### config.mk
export PLATFORM = sky130hd
export DESIGN_NAME = rf_scoreboard
export DESIGN_NICKNAME = d
export VERILOG_FILES = /design/src/rtl/rf_pkg.sv /design/src/rtl/rf_scoreboard_bits.sv /design/src/rtl/rf_scoreboard.sv
export SDC_FILE = /design/constraint.sdc
export NUM_CORES = 2
export LEC_CHECK = 0
export BUFFER_PORTS_ARGS = -buffer_cell sky130_fd_sc_hd__clkbuf_2
export CORE_UTILIZATION = 45
export CTS_CLUSTER_DIAMETER = 150
export DETAILED_ROUTE_END_ITERATION = 7
export PLACE_DENSITY = 0.67
export SYNTH_ARGS = -nofsm -noshare
export SYNTH_HDL_FRONTEND = slang
export SYNTH_SLANG_ARGS = --single-unit
### constraint.sdc
create_clock -name clk -period 8.3 [get_ports clk]
set_input_delay 0.415 -clock clk [delete_from_list [all_inputs] [get_ports clk]]
set_output_delay 0.415 -clock clk [all_outputs]
set_load 0.03 [all_outputs]
### src/rtl/rf_pkg.sv
// Shared constants, register aliases and the register index type for the register file.
package rf_pkg;

  localparam int unsigned RF_DATA_W     = 32;
  localparam int unsigned RF_NUM_REGS   = 32;
  localparam int unsigned RF_SP_INDEX   = 29;
  localparam int unsigned RF_SP_INITIAL = 24;
  localparam int unsigned RF_ADDR_W     = $clog2(RF_NUM_REGS);

  typedef logic [RF_ADDR_W-1:0] reg_idx_t;

  localparam reg_idx_t REG_ZERO = RF_ADDR_W'(0);
  localparam reg_idx_t REG_SP   = RF_ADDR_W'(29);
  localparam reg_idx_t REG_FP   = RF_ADDR_W'(30);
  localparam reg_idx_t REG_RA   = RF_ADDR_W'(31);

endpackage

### src/rtl/rf_scoreboard_bits.sv
// Pending-register scoreboard: claim/release/flush priority and registered pending count.
module rf_scoreboard_bits
  import rf_pkg::*;
#(
  parameter  int unsigned NUM_REGS = RF_NUM_REGS,
  localparam int unsigned ADDR_W   = $clog2(NUM_REGS)
) (
  input  logic                clk,
  input  logic                rst,
  input  logic                wr_en,
  input  logic [ADDR_W-1:0]   wr_addr,
  input  logic                claim_en,
  input  logic [ADDR_W-1:0]   claim_addr,
  input  logic                flush,
  output logic [NUM_REGS-1:0] pending,
  output logic                claim_ok,
  output logic [ADDR_W:0]     pending_cnt
);

  logic [NUM_REGS-1:0] pending_nxt;
  logic [ADDR_W:0]     cnt_nxt;

  // Claim acceptance and next pending vector; a claim beats a same-cycle release, flush beats both.
  always_comb begin
    claim_ok    = 1'b0;
    pending_nxt = pending;
    cnt_nxt     = '0;

    claim_ok = claim_en && !flush &&
               ((claim_addr == '0) || !pending[claim_addr] ||
                (wr_en && (wr_addr == claim_addr)));

    if (flush) begin
      pending_nxt = '0;
    end else begin
      if (wr_en && (wr_addr != '0)) pending_nxt[wr_addr] = 1'b0;
      if (claim_ok && (claim_addr != '0)) pending_nxt[claim_addr] = 1'b1;
    end
    pending_nxt[0] = 1'b0;

    for (int unsigned i = 0; i < NUM_REGS; i++) begin
      cnt_nxt = cnt_nxt + (ADDR_W+1)'(pending_nxt[i]);
    end
  end

  // Pending bits and their population count update on the same edge.
  always_ff @(posedge clk) begin
    if (!rst) begin
      pending     <= '0;
      pending_cnt <= '0;
    end else begin
      pending     <= pending_nxt;
      pending_cnt <= cnt_nxt;
    end
  end

endmodule

### src/rtl/rf_scoreboard.sv
// Register file with N bypassed read ports, one write-back port and a pending scoreboard.
module rf_scoreboard
  import rf_pkg::*;
#(
  parameter  int unsigned DATA_W     = RF_DATA_W,
  parameter  int unsigned NUM_REGS   = RF_NUM_REGS,
  parameter  int unsigned NUM_RD     = 2,
  parameter  int unsigned SP_INDEX   = RF_SP_INDEX,
  parameter  int unsigned SP_INITIAL = RF_SP_INITIAL,
  localparam int unsigned ADDR_W     = $clog2(NUM_REGS)
) (
  input  logic                     clk,
  input  logic                     rst,
  input  logic [NUM_RD*ADDR_W-1:0] rd_addr,
  output logic [NUM_RD*DATA_W-1:0] rd_data,
  output logic [NUM_RD-1:0]        rd_busy,
  input  logic                     wr_en,
  input  logic [ADDR_W-1:0]        wr_addr,
  input  logic [DATA_W-1:0]        wr_data,
  input  logic                     claim_en,
  input  logic [ADDR_W-1:0]        claim_addr,
  output logic                     claim_ok,
  input  logic                     flush,
  output logic [ADDR_W:0]          pending_cnt
);

  if ((SP_INDEX < 1) || (SP_INDEX >= NUM_REGS)) begin : g_bad_sp
    $error("rf_scoreboard: SP_INDEX must lie in 1..NUM_REGS-1");
  end
  if ((NUM_REGS < 2) || ((NUM_REGS & (NUM_REGS - 1)) != 0)) begin : g_bad_regs
    $error("rf_scoreboard: NUM_REGS must be a power of two, at least 2");
  end
  if (NUM_RD < 1) begin : g_bad_rd
    $error("rf_scoreboard: NUM_RD must be at least 1");
  end

  logic [DATA_W-1:0]   regs [NUM_REGS];
  logic [NUM_REGS-1:0] pending;

  rf_scoreboard_bits #(
    .NUM_REGS (NUM_REGS)
  ) u_bits (
    .clk         (clk),
    .rst         (rst),
    .wr_en       (wr_en),
    .wr_addr     (wr_addr),
    .claim_en    (claim_en),
    .claim_addr  (claim_addr),
    .flush       (flush),
    .pending     (pending),
    .claim_ok    (claim_ok),
    .pending_cnt (pending_cnt)
  );

  // Data array: reset to zero except the stack pointer; writes to register 0 are dropped.
  always_ff @(posedge clk) begin
    if (!rst) begin
      for (int unsigned i = 0; i < NUM_REGS; i++) begin
        regs[i] <= (i == SP_INDEX) ? DATA_W'(SP_INITIAL) : '0;
      end
    end else if (wr_en && (wr_addr != '0)) begin
      regs[wr_addr] <= wr_data;
    end
  end

  for (genvar k = 0; k < NUM_RD; k++) begin : g_rd
    logic [ADDR_W-1:0] addr;
    logic              wr_hit;

    assign addr   = rd_addr[k*ADDR_W +: ADDR_W];
    assign wr_hit = wr_en && (wr_addr == addr);

    // Read mux: register 0 reads zero, a same-cycle write is bypassed, else the stored value.
    always_comb begin
      rd_data[k*DATA_W +: DATA_W] = regs[addr];
      if (addr == '0)  rd_data[k*DATA_W +: DATA_W] = '0;
      else if (wr_hit) rd_data[k*DATA_W +: DATA_W] = wr_data;
    end

    assign rd_busy[k] = pending[addr] && !wr_hit;
  end

endmodule

-- Word level (Yosys, flattened, before mapping)
Memories as Yosys holds them, arrays and structs flattened.
Cells that the tools add are included.
- output and inout bits: 73
- memories: 1
- RAM bits: 1024
- flip-flop bits (word level): 38
- word-level logic and storage cells: 94
- equality and inequality tests: 3
- multiplexer cells: 25
- $lt $le $gt $ge: 6
- bitwise gates (word level): 3
- reduce and logical (&&, ||, !) cells: 23
- add/subtract/negate cells: 30
- memories (memory ; depth ; width ; rd ports ; clocked after memory_dff ; write ports ; line ; source):
    regs ; 32 ; 32 ; 2 ; 0 ; 32 ; rf_scoreboard.sv:37 ; logic [DATA_W-1:0] regs [NUM_REGS];
- operators with widths (operator ; number):
    2-to-1 mux 32 bit ; 9
    adder 6 x 1 -> 6 bit ; 29
    AND 32 bit ; 1
    inverter 32 bit ; 1
    OR 32 bit ; 1
    OR reduction 32 bit ; 1
    < comparator 5 x 6 -> 1 bit, second input constant ; 4
    binary-select mux 1 bit (select 5 bit) ; 3
    equality test 5 bit ; 3
    logical NOT 5 bit ; 3
    logical AND 1 bit ; 11
    demux 1 bit (select 5 bit) ; 2
    greater-or-equal comparator 5 x 1 -> 1 bit, second input constant ; 2
    2-to-1 mux 1 bit ; 10
    nonzero test 5 bit ; 2
    2-to-1 mux 5 bit ; 1
    logical NOT 1 bit ; 4
    adder 1 x 1 -> 2 bit ; 1
    logical OR 1 bit ; 2

-- Longest topological paths before layout
- depth in word-level cells: 41
- depth in mapped cells: 25
- mapped depth without buffers: 22

-- By module
From an unflattened synthesis, not the netlist that was laid out.
- cell total of the unflattened synthesis: 4199
- area total of the unflattened synthesis: 58552.4 µm²
- modules (own cells, without submodules) (module ; seq. area each (µm²) ; instances ; area an instance (µm²) ; cells each):
    rf_scoreboard ; 30749.5 ; 1 ; 55419.4 ; 3842
    rf_scoreboard_bits ; 740.7 ; 1 ; 3133.0 ; 357

-- Worst setup path before layout
OpenSTA, ideal clock, no wires.
- kind: input port to flip-flop
- start: input claim_addr[3]
- end: register u_bits.pending_cnt[4]
- stages: 24
- data required time: 8.153 ns
- path buffers: 2
- setup slack: 2.054 ns
- arrival: 6.099 ns
- cells stage by stage: clkbuf_1 or3_1 or3_1 o21ai_1 o21bai_1 buf_2 a31oi_1 fa_1 fa_1 inv_1 fa_1 inv_1 fa_1 fa_1 inv_1 fa_1 ha_1 inv_1 fa_1 inv_1 a21o_1 a21oi_1 xor2_1 nor2_1
- longest elaborated chain between the ends: 39
- elaborated cells on any way between the ends: 49
- those cells by class: 30 x add/sub; 2 x order compare; 1 x eq/ne; 6 x mux; 1 x bitwise; 9 x reduce/logical
- ends and longest elaborated chain (element ; line ; source):
    start: declaration ; rf_scoreboard.sv:21 ; input logic [ADDR_W-1:0] claim_addr,
    parallel branches: the longest is 7 deep, another holds < comparator 5 x 6 -> 1 bit ; -- ;
    2-to-1 mux 32 bit (*) ; rf_scoreboard_bits.sv:37 ; if (claim_ok && (claim_addr != '0)) pending_nxt[claim_addr] = 1'b1;
    2-to-1 mux 32 bit (*) ; rf_scoreboard_bits.sv:33 ; if (flush) begin
    adder 1 x 1 -> 2 bit ; rf_scoreboard_bits.sv:42 ; cnt_nxt = cnt_nxt + (ADDR_W+1)'(pending_nxt[i]);
    adder 6 x 1 -> 6 bit (28 in series) ; rf_scoreboard_bits.sv:42 ;
    adder 6 x 1 -> 6 bit (*) ; rf_scoreboard_bits.sv:42 ;
    end signal: assignment ; rf_scoreboard_bits.sv:53 ; pending_cnt <= cnt_nxt;
    end: declaration ; rf_scoreboard_bits.sv:17 ; output logic [ADDR_W:0] pending_cnt
Mark *: on every way between the ends. The select of a mux whose other input is x is not followed.
A chain may end at the register's enable or synchronous reset.

-- Worst setup path in the final report
- start: register u_bits.pending[15]
- end: register u_bits.pending_cnt[4]
- longest elaborated chain between the ends: 39
- elaborated cells on any way between the ends: 43
- those cells by class: 30 x add/sub; 6 x mux; 2 x bitwise; 5 x reduce/logical
- ends and longest elaborated chain (element ; line ; source):
    start: declaration ; rf_scoreboard_bits.sv:15 ; output logic [NUM_REGS-1:0] pending,
    start signal: assignment ; rf_scoreboard_bits.sv:52 ; pending <= pending_nxt;
    binary-select mux 1 bit (select 5 bit) ; rf_scoreboard_bits.sv:30 ; ((claim_addr == '0) || !pending[claim_addr] ||
    2-to-1 mux 1 bit (implied by the code) ; rf_scoreboard_bits.sv:30 ;
    logical NOT 1 bit ; rf_scoreboard_bits.sv:30 ;
    logical OR 1 bit (2 in series) ; rf_scoreboard_bits.sv:30 ;
    logical AND 1 bit ; rf_scoreboard_bits.sv:29 ; claim_ok = claim_en && !flush &&
    logical AND 1 bit ; rf_scoreboard_bits.sv:37 ;
    2-to-1 mux 32 bit (*) ; rf_scoreboard_bits.sv:37 ;
    2-to-1 mux 32 bit (*) ; rf_scoreboard_bits.sv:33 ;
    adder 1 x 1 -> 2 bit ; rf_scoreboard_bits.sv:42 ;
    adder 6 x 1 -> 6 bit (28 in series) ; rf_scoreboard_bits.sv:42 ;
    adder 6 x 1 -> 6 bit (*) ; rf_scoreboard_bits.sv:42 ;
Every way passes the cells marked *; elsewhere a longest branch is shown, timed or not. The select of a mux whose other input is x is not followed.

==> Flow_metrics.wiki <==
{| class="wikitable"
! Metric !! Value
|-
| Result of the run || completed
|-
| Worst min-delay path startpoint || claim_addr[2]
|-
| Mapped Area || between 50000 and 60000 µm²
|-
| Dominant synthesized flop cell || sky130_fd_sc_hd__edfxtp_1
|-
| Hold Violations, Final || 0
|-
| Critical Setup Path Class || flip-flop to flip-flop
|-
| Asr flop ratio synth || 0%
|-
| RSZ-0062 raised after global routing || no
|-
| Area grow syn2layout || 10.31%
|-
| Core region area || roughly 130000 µm²
|-
| Total negative slack for setup checks || 0 ps
|-
| Cell type of the slowest stage on the worst timing path || sky130_fd_sc_hd__o21bai_2
|-
| Die H || roughly 360 µm
|-
| Fillers || about 11000
|-
| Worst hold slack || around 270 ps
|-
| Clock tree from TritonCTS || done
|-
| Number of buffer and inverter stages on the critical path || 5
|-
| Number of buffers inserted to repair setup after CTS || 0
|-
| Launch instance of the worst register-to-register path || u_bits.pending[15]
|-
| I/O Buffers || approximately 130
|-
| Worst vdd rail ir drop || between 0.00015 and 0.0002 V
|-
| Number of enable flip-flop cells after synthesis || 1024
|-
| Maximum number of pins on one net before global-route repair || 137
|-
| Overall routing resource usage || between 30% and 40%
|-
| GR Layer Usage met1 || 41.55%
|-
| Multi-input gate area in the final layout || ~25000 µm²
|-
| Number of routed nets with antenna violations || 0
|-
| Layout cell share with drive strength beyond 1 || between 20% and 30%
|-
| Post-synthesis xor/xnor area fraction || less than 1%
|-
| Worst Path Required || a little under 9000 ps
|-
| Delay of the slowest cell on the worst path || 660 ps
|-
| Met3 demand-to-capacity share in global routing || 8.699%
|-
| Power per unit of standard cell area || between 200 and 250 nW/µm²
|-
| Static Leakage || ~22 nW
|-
| H-tree lvl count || 3
|-
| Clock edge transition at the registers on the reported setup and hold paths || roughly 60 ps
|-
| Post-layout min period || 6498 ps
|-
| Type of the most critical hold path || input port to flip-flop
|-
| Routability-driven placement congestion ratio || a little over 0.9
|-
| Wire length of the first global-routing pass || 294300 µm
|-
| Starting density of the core || 45.44%
|-
| Number of global-route vias before repair || approximately 38000
|-
| Total Die Area || approximately 130000 µm²
|-
| Worst-Skew Late Latency || 720 ps
|-
| CP endpoint kind || flip-flop
|-
| # clock sinks || between 1000 and 1500
|-
| Number of rows in the core area || roughly 130
|-
| Synth Area in Adders || less than 1%
|-
| Cell type group with the largest total delay on the critical path || adder cells
|-
| Share of cell area taken by muxes after synthesis || between 20 and 25%
|-
| Fin. max-slew vios || 0
|-
| Worst setup skew after layout || 23.43 ps
|-
| Hold_buf cts || 0
|-
| Data arrival time of the worst path || between 7000 and 8000 ps
|-
| Post-synthesis area per instance || 14.72 µm²
|-
| M2 GR Usage || around half
|-
| Setup violations, final || 0
|-
| Final layout net count || approximately 4000
|-
| Vias || 39035
|-
| Die Width || between 300 and 400 µm
|-
| Initial DRC count || 6833
|-
| CP Max Fanout || 20
|-
| Synth warn || 0
|-
| Number of buffers created by CTS || 110
|-
| Worst setup slack before clock tree synthesis || ~1400 ps
|-
| Launching element of the worst setup path || u_bits.pending[15]
|-
| Final worst path period share || 78.29%
|-
| Combinational family with the most area after synthesis || multiplexers
|-
| Resized cells post-CTS || 0
|-
| Worst-Margin Slew || between 1000 and 1500 ps
|-
| Register area share after synthesis || about 54%
|-
| Layer carrying the most global-route usage || met2
|-
| Maximum operating frequency || about 0.15 GHz
|-
| Normalized max-slew margin || about 15%
|-
| Avg WL per Cell || 37.30 µm
|-
| Total area of sequential cells || 31490 µm²
|-
| Area fraction in and, or, nand and nor cells after synthesis || between 10% and 20%
|-
| Post-synth cell types || approximately 60
|-
| Max-capacitance violation count || 0
|-
| Synthesized-area fraction occupied by ao, oa, aoi and oai cells || under 10%
|-
| CTS Root Cell || sky130_fd_sc_hd__clkbuf_16
|-
| Final critical-path setup slack || ~1800 ps
|-
| Drt first pass iters || 8
|-
| Final global-route overflow total || 0
|-
| Sum of net half-perimeters after detailed placement || about 120000 µm
|-
| Startpoint Class || flip-flop
|-
| Most numerous cell on the critical path || sky130_fd_sc_hd__fa_1
|-
| Number of flip-flops and latches in the synthesized netlist || around 1100
|-
| Final Routed Wirelength || 211700 µm
|-
| Number of antenna violations at the first check in global routing || 14
|-
| Via density per instance || 6.876
|-
| Critical Path, Cell by Cell || mux2_2 -> a222oi_1 -> a32oi_1 -> o21bai_2 -> a31oi_1 -> fa_1 -> fa_1 -> inv_1 -> fa_1 -> inv_1 -> fa_1 -> fa_1 -> inv_1 -> fa_1 -> ha_1 -> inv_1 -> fa_1 -> inv_1 -> a21o_1 -> a21oi_1 -> xor2_1 -> nor2_1
|-
| Ports || between 100 and 150
|-
| Max clock buf depth || 3
|-
| Number of cells produced by synthesis || 3948
|-
| Drc violations || 0
|}
[cells in the final DEF, fill, tap and decap left out, drive strengths merged, types with 31 or more instances in the layout]
| master | count |
|---|---|
| a21oi | 39 |
| a221o | 38 |
| a22oi | 153 |
| and2 | 1008 |
| buf | 124 |
| clkbuf | 255 |
| clkinv | 59 |
| conb | 32 |
| dfxtp | 37 |
| edfxtp | 1024 |
| inv | 37 |
| mux4 | 551 |
| nand2 | 164 |
| nor2 | 88 |
| o21ai | 31 |
| o22ai | 34 |
[path summary, 6_finish.rpt]
check             slack (ps)  cells after the start                    end
setup / recovery        1800                     22  u_bits.pending_cnt[4]
hold / removal           270                      4      u_bits.pending[1]
setup reg to reg        1800                     22  u_bits.pending_cnt[4]
hold reg to reg          560                      2     u_bits.pending[17]
[worst min-delay path, stage by stage]
cell                       delay, ps
sky130_fd_sc_hd__clkbuf_2        210
sky130_fd_sc_hd__nor3_1          110
sky130_fd_sc_hd__o211ai_1        120
sky130_fd_sc_hd__a21oi_1          80
[kinds of logic after synthesis]
group,after synthesis
and+or+nand+nor,1368
DFF,1061
muxes,591
buffers and inverters,459
AOI/OAI and AO/OA,419
adders and majority gates,32
xor gates and xnor gates,17
other,1
[cells in the mapped netlist (all sizes together), types with 10 or more instances]
library cell,n,area (µm²)
a2111oi,19,166.4
a21oi,39,195.2
a221o,38,380.4
a22oi,153,1149
a31oi,16,100.1
a32o,15,150.1
a32oi,17,148.9
and2,1008,6306
and3,20,125.1
buf,128,708.2
clkbuf,296,1111
dfxtp,37,740.7
edfxtp,1024,30750
fa,23,460.4
inv,34,127.6
mux2,19,214.0
mux2i,21,210.2
mux4,551,12410
nand2,164,615.6
nor2,88,330.3
nor2b,23,143.9
nor3,10,50.05
o21ai,31,155.2
o22ai,34,212.7
or2,10,62.56
xnor2,12,105.1
[sequential cells by signal, indices dropped and copies added, names as in the netlist]
name / flops
regs: 1024
u_bits.pending: 31
u_bits.pending_cnt: 6
[where the power goes]
part / total, W / switching (W) / internal (W)
Combinational: 0.00173 / 0.00108 / 0.000655
Clock: 0.00486 / 0.00221 / 0.00265
Sequential: 0.00631 / 0.000144 / 0.00616
Total: 0.0129 / 0.00344 / 0.00947
[final cells by class]
cell class / count / share of cell area, %
clock inverter: 71 / 0.9489
timing repair buffer: 246 / 2.556
clock buffer: 133 / 4.463
sequential: 1061 / 49.14
multi-input combinational: 2459 / 39.41
tap: 1662 / 3.245
inverter: 35 / 0.2050
antenna: 10 / 0.03905
[stage by stage]
stage	power, W	cells	utilization, %	area (µm²)
after floorplan	0.007460	3979	-	58210
after global placement	0.008080	5463	47.39	60590
after detailed placement	0.008108	5463	47.39	60590
after CTS	0.01287	5667	50.11	64060
after global routing	0.01317	5668	50.11	64060
final	0.01291	5677	50.13	64090
[layer usage]
metal  routed length (µm)  vias to the layer above
met5                   56                        -
met3                27920                      669
met2                97020                     3212
li1                     -                    15178
met4                12630                        8
met1                74130                    19968
(Power assumes the default switching activity.)
